`config.mk`:
```
export PLATFORM = sky130hd
export DESIGN_NAME = stream_demux
export DESIGN_NICKNAME = d
export VERILOG_FILES = /design/src/rtl/stream_demux_pkg.sv /design/src/rtl/demux_fifo.sv /design/src/rtl/stream_demux.sv
export SDC_FILE = /design/constraint.sdc
export NUM_CORES = 1
export LEC_CHECK = 0
export ABC_AREA = 1
export BUFFER_PORTS_ARGS = -buffer_cell sky130_fd_sc_hd__buf_2
export CORE_MARGIN = 2
export CORE_UTILIZATION = 40
export CTS_CLUSTER_SIZE = 8
export DETAILED_ROUTE_END_ITERATION = 16
export RECOVER_POWER = 100
export SLEW_MARGIN = 20
export SYNTH_ARGS = -nofsm -noshare
export SYNTH_HDL_FRONTEND = slang
export SYNTH_HIERARCHICAL = 1
export SYNTH_SLANG_ARGS = --single-unit
```
`constraint.sdc`:
```
create_clock -name clk -period 3.25 [get_ports clk]
set_clock_uncertainty 0.15 [all_clocks]
set_input_delay 0 -clock clk [delete_from_list [all_inputs] [get_ports clk]]
set_output_delay 0 -clock clk [all_outputs]
set_load 0.01 [all_outputs]
```
`src/rtl/stream_demux_pkg.sv`:
```
// Shared constants for the stream_demux 1-to-2 steering demultiplexer.
package stream_demux_pkg;

  localparam int unsigned WIDTH_DEF = 16;
  localparam int unsigned DEPTH_DEF = 2;
  localparam int unsigned CNT_W     = 16;

  localparam logic SEL_OUT0 = 1'b0;
  localparam logic SEL_OUT1 = 1'b1;

endpackage

```
`src/rtl/demux_fifo.sv`:
```
// Small synchronous FIFO used as the per-output buffer of stream_demux.
// Storage is cleared on reset so the head word reads as 0 afterwards.
module demux_fifo
  import stream_demux_pkg::*;
#(
  parameter int unsigned WIDTH = WIDTH_DEF,
  parameter int unsigned DEPTH = DEPTH_DEF
) (
  input  logic                       clk,
  input  logic                       rst,
  input  logic                       wr_en,
  input  logic [WIDTH-1:0]           wr_data,
  input  logic                       rd_en,
  output logic [WIDTH-1:0]           rd_data,
  output logic                       empty,
  output logic                       full,
  output logic [$clog2(DEPTH):0]     count
);

  localparam int unsigned PTR_W = $clog2(DEPTH);
  localparam int unsigned CW    = PTR_W + 1;

  logic [WIDTH-1:0] mem [DEPTH];
  logic [PTR_W-1:0] wr_ptr;
  logic [PTR_W-1:0] rd_ptr;
  logic             do_wr;
  logic             do_rd;

  // Qualify requests so an overflow or underflow can never corrupt state.
  always_comb begin
    do_wr = wr_en && !full;
    do_rd = rd_en && !empty;
  end

  // Status flags derived from the registered count.
  always_comb begin
    empty   = (count == '0);
    full    = (count == CW'(DEPTH));
    rd_data = mem[rd_ptr];
  end

  // Storage array; cleared on reset so stale words are never presented.
  always_ff @(posedge clk) begin
    if (rst) begin
      for (int i = 0; i < int'(DEPTH); i++) begin
        mem[i] <= '0;
      end
    end else if (do_wr) begin
      mem[wr_ptr] <= wr_data;
    end
  end

  // Pointers wrap naturally at DEPTH (power of two); count tracks occupancy.
  always_ff @(posedge clk) begin
    if (rst) begin
      wr_ptr <= '0;
      rd_ptr <= '0;
      count  <= '0;
    end else begin
      if (do_wr) begin
        wr_ptr <= wr_ptr + PTR_W'(1);
      end
      if (do_rd) begin
        rd_ptr <= rd_ptr + PTR_W'(1);
      end
      case ({do_wr, do_rd})
        2'b10:   count <= count + CW'(1);
        2'b01:   count <= count - CW'(1);
        default: count <= count;
      endcase
    end
  end

endmodule

```
`src/rtl/stream_demux.sv`:
```
// 1-to-2 steering demultiplexer: each input word goes to out0 or out1 per in_sel,
// each output buffered by its own demux_fifo.
// Optional pop counters cnt0/cnt1 are enabled by defining STREAM_DEMUX_CNT_EN.
module stream_demux
  import stream_demux_pkg::*;
#(
  parameter int unsigned WIDTH = WIDTH_DEF,
  parameter int unsigned DEPTH = DEPTH_DEF
) (
  input  logic             clk,
  input  logic             rst,
  input  logic [WIDTH-1:0] in_data,
  input  logic             in_sel,
  input  logic             in_valid,
  output logic             in_ready,
  output logic [WIDTH-1:0] out0_data,
  output logic             out0_valid,
  input  logic             out0_ready,
  output logic [WIDTH-1:0] out1_data,
  output logic             out1_valid,
  input  logic             out1_ready
`ifdef STREAM_DEMUX_CNT_EN
  ,
  output logic [CNT_W-1:0] cnt0,
  output logic [CNT_W-1:0] cnt1
`endif
);

  localparam int unsigned CW = $clog2(DEPTH) + 1;

  logic [CW-1:0] count0;
  logic [CW-1:0] count1;
  logic          empty0;
  logic          empty1;
  logic          full0;
  logic          full1;
  logic          wr0;
  logic          wr1;
  logic          rd0;
  logic          rd1;

  // Acceptance depends only on in_sel and registered occupancy; no path from outN_ready.
  always_comb begin
    in_ready = 1'b0;
    if (!rst) begin
      if (in_sel == SEL_OUT1) begin
        in_ready = (count1 < CW'(DEPTH));
      end else begin
        in_ready = (count0 < CW'(DEPTH));
      end
    end
  end

  // Steer the accepted word to the selected FIFO; pop on the output handshake.
  always_comb begin
    wr0        = in_valid && in_ready && (in_sel == SEL_OUT0) && !full0;
    wr1        = in_valid && in_ready && (in_sel == SEL_OUT1) && !full1;
    out0_valid = !empty0;
    out1_valid = !empty1;
    rd0        = out0_valid && out0_ready;
    rd1        = out1_valid && out1_ready;
  end

  demux_fifo #(
    .WIDTH (WIDTH),
    .DEPTH (DEPTH)
  ) u_fifo0 (
    .clk     (clk),
    .rst     (rst),
    .wr_en   (wr0),
    .wr_data (in_data),
    .rd_en   (rd0),
    .rd_data (out0_data),
    .empty   (empty0),
    .full    (full0),
    .count   (count0)
  );

  demux_fifo #(
    .WIDTH (WIDTH),
    .DEPTH (DEPTH)
  ) u_fifo1 (
    .clk     (clk),
    .rst     (rst),
    .wr_en   (wr1),
    .wr_data (in_data),
    .rd_en   (rd1),
    .rd_data (out1_data),
    .empty   (empty1),
    .full    (full1),
    .count   (count1)
  );

`ifdef STREAM_DEMUX_CNT_EN
  // Per-output pop counters, wrapping at 2^CNT_W.
  always_ff @(posedge clk) begin
    if (rst) begin
      cnt0 <= '0;
      cnt1 <= '0;
    end else begin
      if (rd0) begin
        cnt0 <= cnt0 + CNT_W'(1);
      end
      if (rd1) begin
        cnt1 <= cnt1 + CNT_W'(1);
      end
    end
  end
`endif

endmodule

```
# After elaboration in Yosys (flattened, before gate mapping)
# Memories as Yosys holds them, arrays and structs flattened. A register that Yosys moved wholly into a read port is not among the register bits.
# Index checks and enable logic that the tools add are counted.
[totals]
ff_bits = 8
ram_bits = 64
in_bits = 22
output_inout_bits = 35
wordCells = 68
n_memories = 2
[mem_list]
columns = ["memory", "depth", "width", "read_ports", "rd_ports_with_merged_regs", "write_ports", "line_no", "text"]
rows = [
  ["u_fifo0.mem", 2, 16, 1, 1, 2, "demux_fifo.sv:23", "logic [WIDTH-1:0] mem [DEPTH];"],
  ["u_fifo1.mem", 2, 16, 1, 1, 2, "demux_fifo.sv:23", ""],
]
[op_classes]
n_addsub = 8
n_lt_le_gt_ge = 2
eq_ne = 6
mux = 22
n_bitwise = 1
n_reduce_logical = 21
[op_table]
columns = ["cell", "n"]
rows = [
  ["2-to-1 mux 16 bit", 2],
  ["OR reduction 16 bit", 2],
  ["2-to-1 mux 1 bit", 18],
  ["logical AND 1 bit", 11],
  ["== test 2 bit (second input constant)", 4],
  ["one-hot mux 2 bit (2 select lines)", 2],
  ["adder 1 bit (second input constant)", 4],
  ["adder 2 x 1 -> 2 bit (second input constant)", 2],
  ["== test 2 x 1 -> 1 bit (second input constant)", 2],
  ["zero test 1 bit", 4],
  ["zero test 2 bit", 2],
  ["less-than comparator 2 bit (second input constant)", 2],
  ["nonzero test 2 bit", 2],
  ["subtractor 2 x 1 -> 2 bit (second input constant)", 2],
  ["inverter 1 bit", 1],
]

# Depth between registers and ports, before layout
[logic_depth]
ltp_word = 12
depth_mapped = 11
ltp_nobuf = 11

# Cells and area by module
# Netlist, hierarchy kept.
[by_module_without_submodules]
columns = ["module", "n_inst", "cells_each", "area_per_inst_um2", "seq_area_each_um2"]
rows = [
  ["demux_fifo", 2, 140, 1666.6, 1061.0],
  ["stream_demux", 1, 17, 71.3, 0.0],
]

# Least setup slack after synthesis
# No wires, ideal clock.
[synth_timing]
kind = "register -> register"
start = "register u_fifo1.count[0]"
end = "memory u_fifo1/mem[0][0] in the netlist's numbering (enable)"
setup_time_ps = 372
arrival_ps = 1670
required_ps = 2728
path_slack_ps = 1058
stages_incl_launch_ff = 9
path_buffers = 1
synth_period_minus_slack_ps = 2192
path_cell_list = "dfxtp_1 > nor2_2 > or2_0 > nor2_1 > inv_1 > nor2_4 > nand3b_4 > buf_6 > nand2_1"
[synth_rtl]
columns = ["element", "line_no", "text"]
rows = [
  ["from (decl)", "demux_fifo.sv:17", "output logic [$clog2(DEPTH):0] count"],
  ["from (signal assigned)", "demux_fifo.sv:67", "2'b10: count <= count + CW'(1);"],
  ["from (signal assigned)", "demux_fifo.sv:68", "2'b01: count <= count - CW'(1);"],
  ["from (signal assigned)", "demux_fifo.sv:69", "default: count <= count;"],
  ["to (decl)", "demux_fifo.sv:23", ""],
]

==> flow_metrics.py <==
metrics = {
    "routing": {
        "ant_nets": 0,
        "routed_wl_um": 6380,
        "viasPerCell": 4.496,
        "route.detailed.drc": 0,
        "wl_per_cell_um": 13.18,
        "first_pass_iters": 4,
        "vias": 2176,
        "drt_iter0_markers": 75,
    },
    "setup_path": {
        "path_cells": "nor2_1, or2_0, nor2_1, inv_1, nor2_1, nand3b_4, nand2_1",
        "cp_max_fo": 18,
        "slowest_delay_ps": 620,
        "cpMostUsedCell": "nor2_1",
        "cp_top_family": "simple AND/OR/NAND/NOR gates",
        "cp.buffers_inverters": 1,
        "rrSetupSlack_ps": 620,
        "cp.required_ps": 3070,
        "crit_slowest_cell": "nand2_1",
        "cp.arrival_ps": 2450,
        "worstSetupPathType": "register to register",
        "cp-start-kind": "register",
        "crit_path_end_kind": "register",
    },
    "cts": {
        "insertion_delay_ps": 340,
        "cts_tree": "done",
        "cts.path.max_buffers": 2,
        "cts_buffers": 9,
        "h-tree-depth": 3,
        "clock-root-buffer": "clkbuf_8",
        "clk_transition_reported_paths_ps": 70,
        "post_cts_resized": 0,
        "cts.sinks": 74,
    },
    "floorplan": {
        "start_util": 0.4143,
        "die_h_um": 96.26,
        "coreArea_mm2": 0.008217,
        "die_w_um": 96.26,
        "core.rowCount": 33,
        "io_pins": 57,
        "die_area_mm2": 0.009265,
    },
    "timing": {
        "rsz0062_at_grt": "no",
        "setup_viol": 0,
        "worstMarginPinSlew_ps": 753.5,
        "max_slew_margin": 0.4970,
        "post-route-period-util": 0.8089,
        "drv_slew": 0,
        "period_minus_slack_ps": 2629,
        "fin_setup_tns_ps": 0,
        "hold_viol_final": 0,
        "max_freq_mhz": 380.4,
    },
    "synthesis": {
        "yosysSeqAreaShare": 0.6233,
        "synth-main-ff-cell": "edfxtp_1",
        "async_flop_share": 0,
        "netlist_area_mm2": 0.003405,
        "synth.largest_area_cell": "edfxtp_1",
        "yosysTopAreaCellShare": 0.5645,
        "netlist_instances": 297,
        "synth_area_per_cell_um2": 11.46,
        "yosysMostFrequentCell": "nor2_1",
        "synth_area_leaders": "edfxtp_1 (56%), mux2_2 (11%), nor2_1 (7.8%)",
        "synth.top_cells.by_count": "nor2_1 (71), edfxtp_1 (64), inv_1 (50), mux2_2 (32), nand2_1 (21)",
        "yosysWarnings": 6,
        "ys_types": 20,
        "synth_edf_count": 64,
        "yosys_register_bits": 74,
        "synthesis.nets": 321,
    },
    "pwr": {
        "p_leak_nw": 1.756,
        "power.density_mw_per_mm2": 498.4,
        "pwr-share-seq": 0.536,
        "vdd_drop_max_v": 0.0002364,
        "internal_power_mw": 1.573,
        "p_comb_frac": 0.082,
        "fin_total_pwr_mw": 2.029,
        "clockPowerShare": 0.382,
        "p_sw_mw": 0.4566,
        "p_sw_frac": 0.2250,
    },
    "job": {
        "max_cap_violations": 0,
    },
    "min_path": {
        "hp-class": "primary input to register",
    },
    "finish": {
        "n_antenna_cell": 0,
        "final_cells": 484,
        "final_nets": 398,
        "syn_to_final_growth_pct": 19.59,
        "drive_gt1_frac": 0.2137,
    },
    "grt": {
        "grt_max_degree": 19,
        "grt_pass1_vias": 2119,
        "track_usage": 0.1477,
        "grt_overflow": 0,
        "antenna_found_initial": 0,
        "grt_first_pass_wirelength_um": 9936,
    },
    "place": {
        "dp_hpwl_um": 4462,
        "dp.cells": 450,
        "place.gp.congestion": 0.7592,
        "io_buffers": 56,
    },
    "status": {
        "status": "finished clean",
    },
}
## through the flow
stage / utilization / hold WS (ps) / setup WS (ps) / cell area, um2
floorplan: - / -102.5 / 1058 / 3405
global placement: 0.4565 / 132.0 / 832.2 / 3751
detailed placement: 0.4565 / 138.5 / 736.4 / 3751
CTS: 0.5048 / 0.2602 / 713.2 / 4148
global route: 0.4955 / 40.75 / 379.4 / 4071
finish: 0.4955 / 9.628 / 621.0 / 4071
## worst register-to-register path, stage by stage (launching register included)
cell	delay (ps)
dfxtp_1	410
nor2_1	80
or2_0	220
nor2_1	130
inv_1	50
nor2_1	300
nand3b_4	300
nand2_1	620
## layer usage
layer | track usage | share of wire | vias to the layer above
met4 | 0.06429 | 0.018 | 0
met1 | 0.1790 | 0.44 | 1004
li1 | - | - | 1114
met3 | 0.02976 | 0.046 | 11
met2 | 0.2541 | 0.50 | 47
met5 | 0 | 0 | -
## power by group through the flow
stage / combinational [mW] / sequential [mW] / clock, mW
finish: 0.167 / 1.09 / 0.776
global route: 0.186 / 1.09 / 0.827
CTS: 0.179 / 1.09 / 0.791
detailed placement: 0.161 / 1.11 / 0
global placement: 0.159 / 1.11 / 0
floorplan: 0.104 / 1.10 / 0
## worst paths after layout
kind | from | end | cells after the start
max | u_fifo1/count[0] | u_fifo1/mem[0][11] | 7
min | rst | u_fifo1/count[1] | 4
max reg2reg | u_fifo1/count[0] | u_fifo1/mem[0][11] | 7
min reg2reg | u_fifo1/rd_ptr | register | 2
## placed cells by master, fill, tap and decap left out
cell type,n
a21oi_1,2
buf_2,25
bufinv_16,2
clkbuf_1,32
clkbuf_8,9
clkinv_1,2
clkinv_2,1
clkinvlp_4,2
dfxtp_1,10
dlygate4sd3_1,18
edfxtp_1,64
ha_1,2
inv_1,50
inv_6,1
mux2_1,4
mux2_2,28
nand2_1,21
nand3_1,2
nand3_4,2
nand3b_4,2
nand4_1,3
nor2_1,82
nor2_2,7
nor2_4,2
o21ai_0,4
or2_0,1
or2_1,1
## kinds of logic (layout without fill, tap and decap cells)
group / Yosys count / count (layout) / share of synthesized area
fa+ha+maj: 2 / 2 / 0.007349
compound gates: 6 / 6 / 0.008821
mux: 32 / 32 / 0.1058
flops: 74 / 74 / 0.6233
buf+inv: 60 / 142 / 0.07644
simple gates: 123 / 123 / 0.1782
## final cells by class
type	count	area, um2
fill	758	4145
sequential	74	2122
multi-input combinational	163	984.7
timing repair buffer	74	421.7
inverter	52	195.2
tap	105	131.4
clock buffer	10	127.6
clock inverter	6	88.84
## flip-flops by register name (all words and copies together), names as in the netlist, named ones only
signal	count
u_fifo1/mem	32
u_fifo1/wr_ptr	1
u_fifo1/rd_ptr	1
u_fifo0/wr_ptr	1
u_fifo0/count	2
u_fifo1/count	2
u_fifo0/mem	32
u_fifo0/rd_ptr	1
## repair_timing
item,CTS,global route
setup buffers,0,0
hold buffers,18,0
hold endpoints to repair,68,0
Power figures use the tool's default switching activity.
